===== src/rtl/result_store.sv =====
// Result store: keeps up to DATADEPTH finished calculation results and lets a
// consumer step through the stored words one at a time. Reads do not consume
// entries; the read pointer cycles over the words currently stored.
module result_store #(
  parameter int DATAWIDTH = 8,
  parameter int DATADEPTH = 16,
  parameter int ADDRWIDTH = 4
) (
  input  logic                 clk,
  input  logic                 rst,
  input  logic                 wr_valid,
  input  logic [DATAWIDTH-1:0] wr_data,
  input  logic                 rd_next,
  input  logic                 clear,
  output logic                 read_en,
  output logic [DATAWIDTH-1:0] ram_dout,
  output logic [ADDRWIDTH-1:0] rd_addr,
  output logic [ADDRWIDTH:0]   count,
  output logic                 full,
  output logic                 empty,
  output logic                 overflow
);

  typedef enum logic {
    IDLE,
    FETCH
  } state_t;

  localparam logic [ADDRWIDTH:0]   DEPTH_C = (ADDRWIDTH+1)'(DATADEPTH);
  localparam logic [ADDRWIDTH-1:0] LAST_C  = ADDRWIDTH'(DATADEPTH - 1);

  logic [DATAWIDTH-1:0] mem_q [DATADEPTH];

  state_t               state_q;
  logic [ADDRWIDTH-1:0] wr_ptr_q, wr_ptr_d;
  logic [ADDRWIDTH-1:0] rd_ptr_q, rd_ptr_d;
  logic [ADDRWIDTH:0]   count_q, count_d;
  logic [ADDRWIDTH:0]   rd_inc;
  logic [ADDRWIDTH-1:0] rd_addr_q;
  logic [DATAWIDTH-1:0] ram_dout_q;
  logic                 read_en_q;
  logic                 overflow_q;
  logic                 full_c, empty_c, wr_accept;

  // Status flags and pointer next-values. The read wrap compares against the
  // pre-write count, so a write landing in the FETCH cycle does not extend
  // the current pass over the stored words.
  always_comb begin
    full_c    = (count_q == DEPTH_C);
    empty_c   = (count_q == '0);
    wr_accept = wr_valid && !full_c;
    wr_ptr_d  = (wr_ptr_q == LAST_C) ? '0 : wr_ptr_q + ADDRWIDTH'(1);
    count_d   = count_q + (ADDRWIDTH+1)'(1);
    rd_inc    = {1'b0, rd_ptr_q} + (ADDRWIDTH+1)'(1);
    rd_ptr_d  = (rd_inc == count_q) ? '0 : rd_inc[ADDRWIDTH-1:0];
  end

  // Storage array: written only for accepted words, never reset.
  always_ff @(posedge clk) begin
    if (!rst && !clear && wr_accept) begin
      mem_q[wr_ptr_q] <= wr_data;
    end
  end

  // Write/read control and the IDLE/FETCH read sequencer.
  always_ff @(posedge clk) begin
    if (rst) begin
      state_q    <= IDLE;
      wr_ptr_q   <= '0;
      rd_ptr_q   <= '0;
      count_q    <= '0;
      read_en_q  <= 1'b0;
      overflow_q <= 1'b0;
      ram_dout_q <= '0;
      rd_addr_q  <= '0;
    end else if (clear) begin
      state_q    <= IDLE;
      wr_ptr_q   <= '0;
      rd_ptr_q   <= '0;
      count_q    <= '0;
      read_en_q  <= 1'b0;
      overflow_q <= 1'b0;
    end else begin
      read_en_q <= 1'b0;

      if (wr_valid) begin
        if (!full_c) begin
          wr_ptr_q <= wr_ptr_d;
          count_q  <= count_d;
        end else begin
          overflow_q <= 1'b1;
        end
      end

      case (state_q)
        IDLE: begin
          if (rd_next && !empty_c) begin
            rd_addr_q <= rd_ptr_q;
            state_q   <= FETCH;
          end
        end
        FETCH: begin
          ram_dout_q <= mem_q[rd_addr_q];
          read_en_q  <= 1'b1;
          rd_ptr_q   <= rd_ptr_d;
          state_q    <= IDLE;
        end
        default: state_q <= IDLE;
      endcase
    end
  end

  assign read_en  = read_en_q;
  assign ram_dout = ram_dout_q;
  assign rd_addr  = rd_addr_q;
  assign count    = count_q;
  assign full     = full_c;
  assign empty    = empty_c;
  assign overflow = overflow_q;

endmodule


===== config.mk =====
export PLATFORM = sky130hd
export DESIGN_NAME = result_store
export DESIGN_NICKNAME = d
export VERILOG_FILES = /design/src/rtl/result_store.sv
export SDC_FILE = /design/constraint.sdc
export NUM_CORES = 1
export LEC_CHECK = 0
export BUFFER_PORTS_ARGS = -buffer_cell sky130_fd_sc_hd__buf_2
export CORE_ASPECT_RATIO = 1.1
export CORE_MARGIN = 1.5
export CORE_UTILIZATION = 30
export DETAILED_ROUTE_END_ITERATION = 8
export SETUP_SLACK_MARGIN = 0.3
export SLEW_MARGIN = 5
export SYNTH_ARGS = -nofsm -noshare
export SYNTH_HDL_FRONTEND = slang
export SYNTH_SLANG_ARGS = --single-unit
export TNS_END_PERCENT = 50

===== constraint.sdc =====
create_clock -name clk -period 5.05 [get_ports clk]
set_input_delay 0.505 -clock clk [delete_from_list [all_inputs] [get_ports clk]]
set_output_delay 0.505 -clock clk [all_outputs]
set_load 0.05 [all_outputs]

* Word-level counts from Yosys, hierarchy flattened
Memory sizes are Yosys's and may differ from the RTL's. A register that Yosys moved wholly into a read port is not among the register bits.
Index checks and enable logic that the tools add are counted.
** Storage, ports and cells
- Register bits :: 20
- Bits in writable memories :: 128
- Input port bits :: 13
- Output and inout bits :: 21
- Word-level logic and storage cells :: 38
- Memories :: 1
** Memories
- mem_q :: words 16, width 8, read ports 1, clocked after memory_dff 1, wr ports 1, line 32 : logic [DATAWIDTH-1:0] mem_q [DATADEPTH];
** Operators by class
- Add/sub/neg operators :: 3
- Eq/ne operators :: 3
- Multiplexer cells :: 7
- Bitwise operators :: 3
- Reductions and logical operators :: 14
** Operator list (count)
- $mux W4 :: 2
- $reduce_and A2 Y1 :: 3
- $add A4 B1 Y5 const B :: 1
- $add A5 B1 Y5 const B :: 1
- $eq A5 B5 Y1 :: 1
- $eq A5 B5 Y1 const B :: 1
- $logic_not A5 Y1 :: 1
- $add A4 B1 Y4 const B :: 1
- $eq A4 B4 Y1 const B :: 1
- $logic_and A1 B1 Y1 :: 4
- $logic_not A1 Y1 :: 4
- $mux W1 :: 4
- $not A1 Y1 :: 3
- $reduce_and A3 Y1 :: 1
- $pmux W1 S2 :: 1
- $reduce_or A2 Y1 :: 1

* Depth between registers and ports, before layout
Gate-level depths: netlist of run 1.
- Depth after elaboration :: 6
- Mapped depth :: 8
- Depth with buffers taken out :: 7

* Least setup slack after synthesis of run 1
No wires, ideal clock.
- Path kind :: reg-to-reg
- Start point :: register count_q[0], in the netlist count[0]
- End point :: register rd_addr_q[2], in the netlist rd_addr[2]
- Setup time :: 0.124 ns
- Arrival :: 3.081 ns
- Data required time :: 4.926 ns
- Path slack :: 1.844 ns
- Stages on the path, launching flop included :: 8
- Buffers on the path :: 1
- Period minus slack after synthesis :: 3.206 ns
- Cells stage by stage :: dfxtp_1 -> inv_1 -> ha_1 -> nor4b_1 -> or4b_1 -> buf_2 -> mux2i_1 -> nor2_1
** On the way
- Cells in the longest elaborated chain, start to end :: 4
** RTL lines
- start, declared :: line 37 : logic [ADDRWIDTH:0] count_q, count_d;
- start signal, assigned :: line 89 : count_q <= count_d;
- $logic_not A5 Y1 :: line 50 : empty_c = (count_q == '0);
- net empty :: line 20 : output logic empty,
- $logic_not A1 Y1 :: line 97 : if (rd_next && !empty_c) begin
- $logic_and A1 B1 Y1 :: line 97
- $reduce_and A3 Y1 (no line)
- end signal, assigned :: line 98 : rd_addr_q <= rd_ptr_q;
- end, declared :: line 39 : logic [ADDRWIDTH-1:0] rd_addr_q;
The timed path passes the listed nets, and every way through them passes these cells.
A chain may end at the register's enable or synchronous reset.

* Worst setup path after layout of run 1
- Start point :: register count_q[0], in the netlist count[0]
- End point :: memory mem_q[0][2] (enable)
** On the way
- Cells in the longest elaborated chain, start to end :: 6
** RTL lines
- $eq A5 B5 Y1 :: line 49 : full_c = (count_q == DEPTH_C);
- $logic_not A1 Y1
- $logic_and A1 B1 Y1 :: line 51 : wr_accept = wr_valid && !full_c;
- $logic_and A1 B1 Y1 :: line 60 : if (!rst && !clear && wr_accept) begin
- $mux W1 :: line 60
- $mux W1 (not written as such) :: line 61 : mem_q[wr_ptr_q] <= wr_data;
- end, declared :: line 32
Every way passes these cells.

==> out/metrics.yaml, run 1 <==
synthesis:
  synth.distinct_cells: 43
  ys_ff_latch: 156
  synth_edf_count: 128
  synth_area_um2: 6290
  synth_fp_nets: 379
  ys.flop_type: "edfxtp_1"
  syn_inst: 359
  ys_seq_area_share_pct: 70.0
  yosysWarnings: 0
  async_flop_share_pct: 0
  syn_area_per_cell_um2: 17.5
sta:
  skew_ns: 0.00607
  finalCritPeriodShare_pct: 60.1
  slew_headroom_pct: 23.1
  drv_slew: 0
  worst_slack_ns: 2.01
  rsz0062_at_grt: "false"
  hold_viol: 0
  worstMarginPinSlew_ns: 1.15
  fin_setup_tns_ns: 0
  max_freq_mhz: 329
  setup_viol: 0
  fin_crit_ns: 3.04
placement:
  io_buffers: 33
  dp_hpwl_mm: 8.45
  pre_cts_ws_ns: 1.76
  routabilityCongestion: 0.785
die:
  initial_core_util_pct: 30.6
  num_io_pins: 34
  die_h_um: 155
  core_region_area_um2: 20600
  row_count: 55
  die_area_um2: 21900
  die_x_um: 141
cells_and_area:
  drive_above_1_share_pct: 21.2
  final_util_pct: 35.1
  final_cell_mix: "edfxtp_1, nor2_1, buf_2, dfxtp_1, mux4_2"
  finalNetCount: 412
  n_antenna_cell: 0
  layout_commonest_cell: "edfxtp_1"
  area.growth.synth_to_final_pct: 14.9
power_and_ir_drop:
  power_per_cell_area_nw_per_um2: 381
  leakagePower_nw: 2.35
  vdd_drop_max_mv: 0.196
clock_network:
  post_cts_resized: 0
  cts_post_setup_buffers_inserted: 0
  clk_pin_slew_ns: 0.06
  cts_max_path_buffers: 2
  cts.htree.levels: 4
  insertion_delay_ns: 0.42
  cts_sinks: 156
  cts_buffers: 17
  ctsHoldBuffers: 0
  root_buffer: "clkbuf_16"
  cts_tree: "done"
worst_setup_path:
  critPathRequiredTime_ns: 5.09
  cp_max_fo: 8
  rr_worst_depth: 6
  r2r-end: "mem_q[0][2]"
  cp-end-kind: "flop"
  critical_path_class: "flop to flop"
  worstPathArrival_ns: 3.08
  r2r_setup_slack_ns: 2.01
  r2r_start: "count[0]"
  critPathLaunchType: "flop"
detailed_routing:
  wirelength_mm: 12.8
  wl_per_cell_um: 19.4
  drt-vias-per-instance: 4.86
  dr.pass1.iters: 4
  ant_nets: 0
  post-route-drc-count: 0
  vias: 3210
  drt_iter0_markers: 271
min_path:
  min_to: "overflow"
  hold_path_class: "input pin to flop"
  whs_path_depth: 3
  hold_start: "wr_valid"
flow_run:
  drv_cap: 0
global_routing:
  grt_max_degree: 35
  grt_first_pass_wirelength_mm: 19.6
  grt_usage_pct: 12.4
  grt_pass1_vias: 3334
  antenna_found_initial: 0
  overflow: 0
outcome:
  status: "finished clean"
-- layout make-up --
type / count / area (um^2)
Timing Repair Buffer: 34 / 173
Inverter: 6 / 22.5
Tap cell: 256 / 320
Multi-Input combinational cell: 177 / 1700
Clock buffer: 18 / 429
Sequential cell: 156 / 4410
Clock inverter: 14 / 176
Fill cell: 1920 / 13300
-- cell families after synthesis --
logic type | after synthesis | share of synthesized area, %
AND/OR/NAND/NOR | 83 | 6.40
flip-flops | 156 | 70.0
XOR/XNOR | 10 | 1.39
multiplexers | 48 | 14.6
adder cells (fa/ha/maj) | 7 | 1.39
AO/OA/AOI/OAI | 29 | 3.30
buffers and inverters | 26 | 2.96
-- state kept, by name (all words and copies together), names as in the netlist --
signal    count
wr_ptr_q      4
state_q       1
rd_addr       4
rd_ptr_q      4
count         5
read_en       1
ram_dout      8
overflow      1
mem_q       128
-- report_power, final --
| part | switching (mW) | internal [mW] | leakage (nW) | total [mW] |
|---|---|---|---|---|
| sequential | 0.00287 | 1.39 | 1.38 | 1.40 |
| combinational | 0.0406 | 0.0139 | 0.698 | 0.0545 |
| clock | 0.485 | 0.816 | 0.276 | 1.30 |
-- worst max-delay path, cell delays in order (launching register included) --
cell and delay, ns:
dfxtp_1 0.46, inv_1 0.07, ha_1 0.22, nor4bb_4 0.18, nor3b_1 0.55, nand2_1 0.27
nor3_1 0.90
-- metal layers --
metal | global-route usage [%] | part of all wire, % | vias to the layer above
li1 | - | - | 1465
met1 | 16.1 | 44 | 1606
met2 | 19.6 | 47 | 116
met3 | 3.32 | 5.8 | 23
met4 | 5.75 | 2.5 | 0
met5 | 0 | 0 | -
-- synthesized netlist by cell type, types with 5 or more instances --
library cell | n | area (um^2)
xor2_1 | 6 | 52.6
nand2b_1 | 5 | 31.3
dfxtp_1 | 28 | 561
mux4_1 | 10 | 263
inv_1 | 6 | 22.5
buf_2 | 5 | 25.0
nor2_1 | 37 | 139
edfxtp_1 | 128 | 3840
mux4_2 | 22 | 495
a22oi_1 | 16 | 120
ha_1 | 7 | 87.6
nand2_1 | 18 | 67.6
mux2i_1 | 16 | 160
-- metrics by stage --
| stage | hold WS [ns] | power (mW) | instances | area (um^2) |
|---|---|---|---|---|
| floorplan | 0.489 | 1.45 | 359 | 6290 |
| global placement | 0.467 | 1.48 | 629 | 6630 |
| detailed placement | 0.474 | 1.48 | 629 | 6630 |
| CTS | 0.368 | 2.78 | 661 | 7230 |
| global route | 0.404 | 2.84 | 661 | 7230 |
| finish | 0.386 | 2.75 | 661 | 7230 |
-- how the worst max path moves through the flow --
stage | from | end | cells past startpoint
floorplan | count[0] | rd_addr[2] | 7
global placement | rst | mem_q[0][6] | 5
detailed placement | rst | mem_q[0][3] | 5
CTS | count[0] | mem_q[0][2] | 6
global route | count[0] | mem_q[0][1] | 6
finish | count[0] | mem_q[0][2] | 6
No activity file was read; power rests on OpenSTA's default activity.
==> run 2, diff against run 1 <==
- clock period: 5.05 -> 2.9 ns (I/O delays scaled with it)
==> run 2 against run 1 <==
Count of clock-buffer cells in the layout is 4 higher. Clock skew is 0.0021 ns higher. Maximum frequency is 32% higher. Final cell count is 2.9% higher. Via count is 2.6% higher. Critical endpoint is now mem_q[3][5]. Combinational power is 73% higher. Setup slack worse by 1.4 ns. Critical path depth is 1 higher. Worst hold slack worse by 0.21 ns. Flip-flop and latch count stayed put. Sequential power is 74% higher. Largest cell class unchanged. Cell area is 1.8% higher.
==> out/metrics.yaml, run 2 (synthesis gave the netlist of run 1 again) <==
global_routing:
  overflow: 0  # unchanged
  grt_first_pass_wirelength_mm: 19.5  # was 19.6 mm
  grt_max_degree: 35  # unchanged
  grt_usage_pct: 12.2  # was 12.4%
  grt_pass1_vias: 3368  # was 3334
  antenna_found_initial: 0  # unchanged
sta:
  hold_viol: 0  # unchanged
  setup_viol: 0  # unchanged
  skew_ns: 0.00817  # was 0.00607 ns
  rsz0062_at_grt: "false"  # unchanged
  finalCritPeriodShare_pct: 79.6  # was 60.1%
  fin_setup_tns_ns: 0  # unchanged
  worstMarginPinSlew_ns: 0.722  # was 1.15 ns
  worst_slack_ns: 0.591  # was 2.01 ns
  drv_slew: 0  # unchanged
  slew_headroom_pct: 51.8  # was 23.1%
  max_freq_mhz: 433  # was 329 MHz
  fin_crit_ns: 2.31  # was 3.04 ns
placement:
  pre_cts_ws_ns: 0.582  # was 1.76 ns
  dp_hpwl_mm: 8.25  # was 8.45 mm
  routabilityCongestion: 0.741  # was 0.785
  io_buffers: 33  # unchanged
clock_network:
  cts.htree.levels: 4  # unchanged
  cts_buffers: 17  # unchanged
  clk_pin_slew_ns: 0.06  # about the same
  cts_max_path_buffers: 2  # unchanged
  insertion_delay_ns: 0.42  # about the same
  cts_tree: "done"  # unchanged
  cts_post_setup_buffers_inserted: 0  # unchanged
  post_cts_resized: 0  # unchanged
  ctsHoldBuffers: 0  # unchanged
  root_buffer: "clkbuf_16"  # unchanged
  cts_sinks: 156  # unchanged
cells_and_area:
  final_cell_mix: "edfxtp_1, nor2_1, buf_2, dfxtp_1, mux4_2"  # unchanged
  layout_commonest_cell: "edfxtp_1"  # unchanged
  drive_above_1_share_pct: 24.8  # was 21.2%
  n_antenna_cell: 0  # unchanged
  area.growth.synth_to_final_pct: 17.0  # was 14.9%
  final_util_pct: 35.8  # was 35.1%
  regMostFlops: "mem_q"  # unchanged
  largest_reg_flops: 128  # unchanged
  finalNetCount: 431  # was 412
  fillers: 1930  # was 1920
die:
  num_io_pins: 34  # unchanged
  die_area_um2: 21900  # unchanged
  initial_core_util_pct: 30.6  # unchanged
  die_h_um: 155  # unchanged
  core_region_area_um2: 20600  # unchanged
  die_x_um: 141  # unchanged
  row_count: 55  # unchanged
power_and_ir_drop:
  leakagePower_nw: 2.47  # was 2.35 nW
  p_int_mw: 3.79  # was 2.22 mW
  sw_frac_of_total_pct: 18.7  # was 19.2%
  vdd_drop_max_mv: 0.362  # was 0.196 mV
  pwr-share-clk_pct: 45.8  # was 47.3%
  pwr-share-seq_pct: 52.1  # was 50.7%
  p_sw_uw: 874  # was 528 uW
  power_per_cell_area_nw_per_um2: 634  # was 381 nW/um^2
  combPwrFrac_pct: 2.0  # about the same
detailed_routing:
  drt_iter0_markers: 248  # was 271
  wl_per_cell_um: 18.5  # was 19.4 um
  ant_nets: 0  # unchanged
  wirelength_mm: 12.6  # was 12.8 mm
  drt-vias-per-instance: 4.84  # was 4.86
  dr.pass1.iters: 4  # unchanged
  post-route-drc-count: 0  # unchanged
  vias: 3293  # was 3210
worst_setup_path:
  critPathLaunchType: "flop"  # unchanged
  critPathRequiredTime_ns: 2.95  # was 5.09 ns
  cp_max_fo: 8  # unchanged
  critical_path_class: "flop to flop"  # unchanged
  cp-end-kind: "flop"  # unchanged
  worstPathArrival_ns: 2.36  # was 3.08 ns
flow_run:
  drv_cap: 0  # unchanged
min_path:
  hold_path_class: "input pin to flop"  # unchanged
outcome:
  status: "finished clean"  # unchanged
## run 2: through the flow
step | cell area, um^2 | hold WS, ns | instances | power (mW)
floorplan | 6310 | 0.362 | 359 | 2.52
global placement | 6800 | 0.469 | 648 | 2.57
detailed placement | 6800 | 0.476 | 648 | 2.58
CTS | 7360 | 0.165 | 680 | 4.70
global route | 7360 | 0.190 | 680 | 4.80
finish | 7360 | 0.176 | 680 | 4.67
## run 2: final timing paths
path | endpoint | from | depth (start not counted) | slack, ns
worst min-delay path | overflow | wr_valid | 3 | 0.18
worst max register to register | mem_q[3][5] | count[0] | 7 | 0.59
worst max-delay path | mem_q[3][5] | count[0] | 7 | 0.59
worst min register to register | ram_dout[2] | ram_dout[2] | 2 | 0.48
## run 2: power by group through the flow
stage	registers (mW)	logic, mW	clock network (mW)
2_1_floorplan	2.49	0.0382	0
3_3_place_gp	2.48	0.0918	0
3_5_place_dp	2.48	0.0961	0
4_1_cts	2.43	0.0965	2.17
5_1_grt	2.43	0.103	2.26
6_report	2.43	0.0945	2.14
## run 2: worst max-delay path, cell delays in order (launching register included)
cell and delay [ns]:
dfxtp_1 0.45, inv_1 0.08, ha_1 0.22, nor4bb_4 0.18, nor3b_1 0.22, buf_4 0.16, nand2_1 0.13, nor3_2 0.51
## run 2: final cells by class
type | instances | area [um^2] | area share [%]
flip-flops and latches | 156 | 4410 | 59.8
multi-input cells | 177 | 1720 | 23.4
clock buffers | 22 | 444 | 6.03
repair buffers | 53 | 328 | 4.45
well taps | 256 | 320 | 4.35
clock inverters | 10 | 123 | 1.67
inverters | 6 | 22.5 | 0.306
## run 2: metal layers
metal	up-vias	part of all wire, %	GRT usage [%]
met2	72	52	20.7
met3	19	3.7	2.62
li1	1507	-	-
met5	-	0	0
met1	1695	43	14.9
met4	0	2.1	5.41
==> run 3, diff against run 2 <==
- clock period: 2.9 -> 2.2 ns (I/O delays scaled with it)
==> run 3 against run 2 <==
Maximum frequency increased by 26%. Register-to-register slack worse by 0.22 ns. Global-route usage grew 0.11 points. Critical endpoint is now ram_dout[0]. Largest cell class unchanged. Largest power group unchanged. Highest routed layer unchanged.
==> out/metrics.yaml, run 3 (synthesis gave the netlist of run 1 again) <==
cells_and_area:
  n_antenna_cell: 0  # unchanged
  final_cell_area_um2: 7680  # was 7360 um^2
  largest_reg_flops: 128  # unchanged
  finalNetCount: 436  # was 431
  final_util_pct: 37.3  # was 35.8%
  drive_above_1_share_pct: 35.7  # was 24.8%
  area.growth.synth_to_final_pct: 22.0  # was 17.0%
  regMostFlops: "mem_q"  # unchanged
  final_cell_mix: "edfxtp_1, buf_2, nor2_1, mux4_2, dfxtp_1"  # was edfxtp_1, nor2_1, buf_2, dfxtp_1, mux4_2
  layout_commonest_cell: "edfxtp_1"  # unchanged
global_routing:
  grt_max_degree: 35  # unchanged
  grt_first_pass_wirelength_mm: 19.8  # was 19.5 mm
  grt_pass1_vias: 3463  # was 3368
  antenna_found_initial: 0  # unchanged
  grt_usage_pct: 12.3  # was 12.2%
  overflow: 0  # unchanged
sta:
  rsz0062_at_grt: "true"  # was false
  drv_slew: 0  # unchanged
  setup_viol: 0  # unchanged
  worstMarginPinSlew_ns: 0.580  # was 0.722 ns
  max_freq_mhz: 546  # was 433 MHz
  fin_setup_tns_ns: 0  # unchanged
  skew_ns: 0.0109  # was 0.00817 ns
  fin_hold_ws_ns: 0.122  # was 0.176 ns
  hold_viol: 0  # unchanged
  finalCritPeriodShare_pct: 83.3  # was 79.6%
  fin_crit_ns: 1.83  # was 2.31 ns
  worst_slack_ns: 0.368  # was 0.591 ns
  slew_headroom_pct: 61.2  # was 51.8%
detailed_routing:
  drt-vias-per-instance: 4.80  # was 4.84
  dr.pass1.iters: 4  # unchanged
  vias: 3287  # was 3293
  ant_nets: 0  # unchanged
  wl_per_cell_um: 18.1  # was 18.5 um
  post-route-drc-count: 0  # unchanged
  drt_iter0_markers: 233  # was 248
  wirelength_mm: 12.4  # was 12.6 mm
die:
  die_area_um2: 21900  # unchanged
  die_h_um: 155  # unchanged
  initial_core_util_pct: 30.6  # unchanged
  die_x_um: 141  # unchanged
  num_io_pins: 34  # unchanged
  row_count: 55  # unchanged
  core_region_area_um2: 20600  # unchanged
power_and_ir_drop:
  combPwrFrac_pct: 2.3  # was 2.0%
  power_per_cell_area_nw_per_um2: 788  # was 634 nW/um^2
  p_int_mw: 4.80  # was 3.79 mW
  vdd_drop_max_mv: 0.504  # was 0.362 mV
  p_sw_mw: 1.25  # was 874 uW
  sw_frac_of_total_pct: 20.6  # was 18.7%
  pwr-share-seq_pct: 52.9  # was 52.1%
  pwr-share-clk_pct: 44.8  # was 45.8%
  leakagePower_nw: 2.55  # was 2.47 nW
placement:
  pre_cts_ws_ns: 0.0828  # was 0.582 ns
  routabilityCongestion: 0.759  # was 0.741
  io_buffers: 33  # unchanged
  placed_area_um2: 6960  # was 6800 um^2
  dp_hpwl_mm: 8.38  # was 8.25 mm
worst_setup_path:
  cp_max_fo: 14  # was 8
  worstPathArrival_ns: 2.14  # was 2.36 ns
  critPathLaunchType: "flop"  # unchanged
  critical_path_class: "flop to flop"  # unchanged
  critical_path.startpoint: "rd_addr[0]"  # was count[0]
  r2r_start: "rd_addr[0]"  # was count[0]
  cp-end-kind: "flop"  # unchanged
  critPathRequiredTime_ns: 2.51  # was 2.95 ns
clock_network:
  ctsHoldBuffers: 0  # unchanged
  cts_tree: "done"  # unchanged
  root_buffer: "clkbuf_16"  # unchanged
  cts_buffers: 17  # unchanged
  cts_max_path_buffers: 2  # unchanged
  insertion_delay_ns: 0.43  # was 0.42 ns
  cts.htree.levels: 4  # unchanged
  cts_sinks: 156  # unchanged
  clk_pin_slew_ns: 0.06  # about the same
outcome:
  status: "finished clean"  # unchanged
flow_run:
  drv_cap: 0  # unchanged
min_path:
  hold_path_class: "input pin to flop"  # unchanged
  hold_start: "wr_valid"  # unchanged
run 3: changes by cell type in the layout (fill, tap and decap cells not counted), sizes merged:
cell / previous run / this run
clkinv: 6 / 5
bufinv: 3 / 1
clkbuf: 22 / 20
buf: 53 / 57
inv: 6 / 11
clkinvlp: 1 / 2
run 3: area by class of cell:
type | count | area, um^2
Tap cell | 256 | 320
Fill cell | 1851 | 12900
Clock inverter | 13 | 116
Multi-Input combinational cell | 177 | 1920
Clock buffer | 19 | 433
Inverter | 6 | 22.5
Timing Repair Buffer | 58 | 445
Sequential cell | 156 | 4430
run 3: worst paths after layout:
kind	to	slack (ns)	cells past startpoint
setup reg to reg	ram_dout[0]	0.37	6
hold reg to reg	overflow	0.47	2
hold / removal	overflow	0.12	3
setup / recovery	ram_dout[0]	0.37	6
run 3: what timing repair did:
action | 4_1_cts | 5_1_grt
setup endpoints to repair | 133 | 100
buffers inserted | 2 | 3
pin swaps | 2 | 2
gates resized for setup | 5 | 22
gates cloned | 0 | 1
run 3: metal layers:
layer	GRT usage [%]	up-vias	routed length (um)
li1	-	1517	-
met1	15.6	1682	5520
met2	20.0	77	6200
met3	3.29	11	515
met4	5.06	0	168
met5	0	-	0
run 3: critical path: stages (launching register included):
cell	delay [ns]
dfxtp_4	0.40
buf_12	0.18
mux4_2	0.54
a22oi_2	0.27
nand2_1	0.11
mux2i_1	0.15
nor2_1	0.05
run 3: power by group through the flow:
stage | sequential [mW] | clock (mW) | combinational, mW
6_report | 3.20 | 2.71 | 0.141
3_5_place_dp | 3.26 | 0 | 0.131
3_3_place_gp | 3.26 | 0 | 0.128
5_1_grt | 3.20 | 2.88 | 0.155
2_1_floorplan | 3.27 | 0 | 0.0579
4_1_cts | 3.20 | 2.76 | 0.135
run 3: through the flow:
step / power, mW / std cells
after floorplan: 3.33 / 359
after global placement: 3.39 / 647
after detailed placement: 3.40 / 647
after CTS: 6.10 / 681
after global routing: 6.24 / 685
final: 6.05 / 685
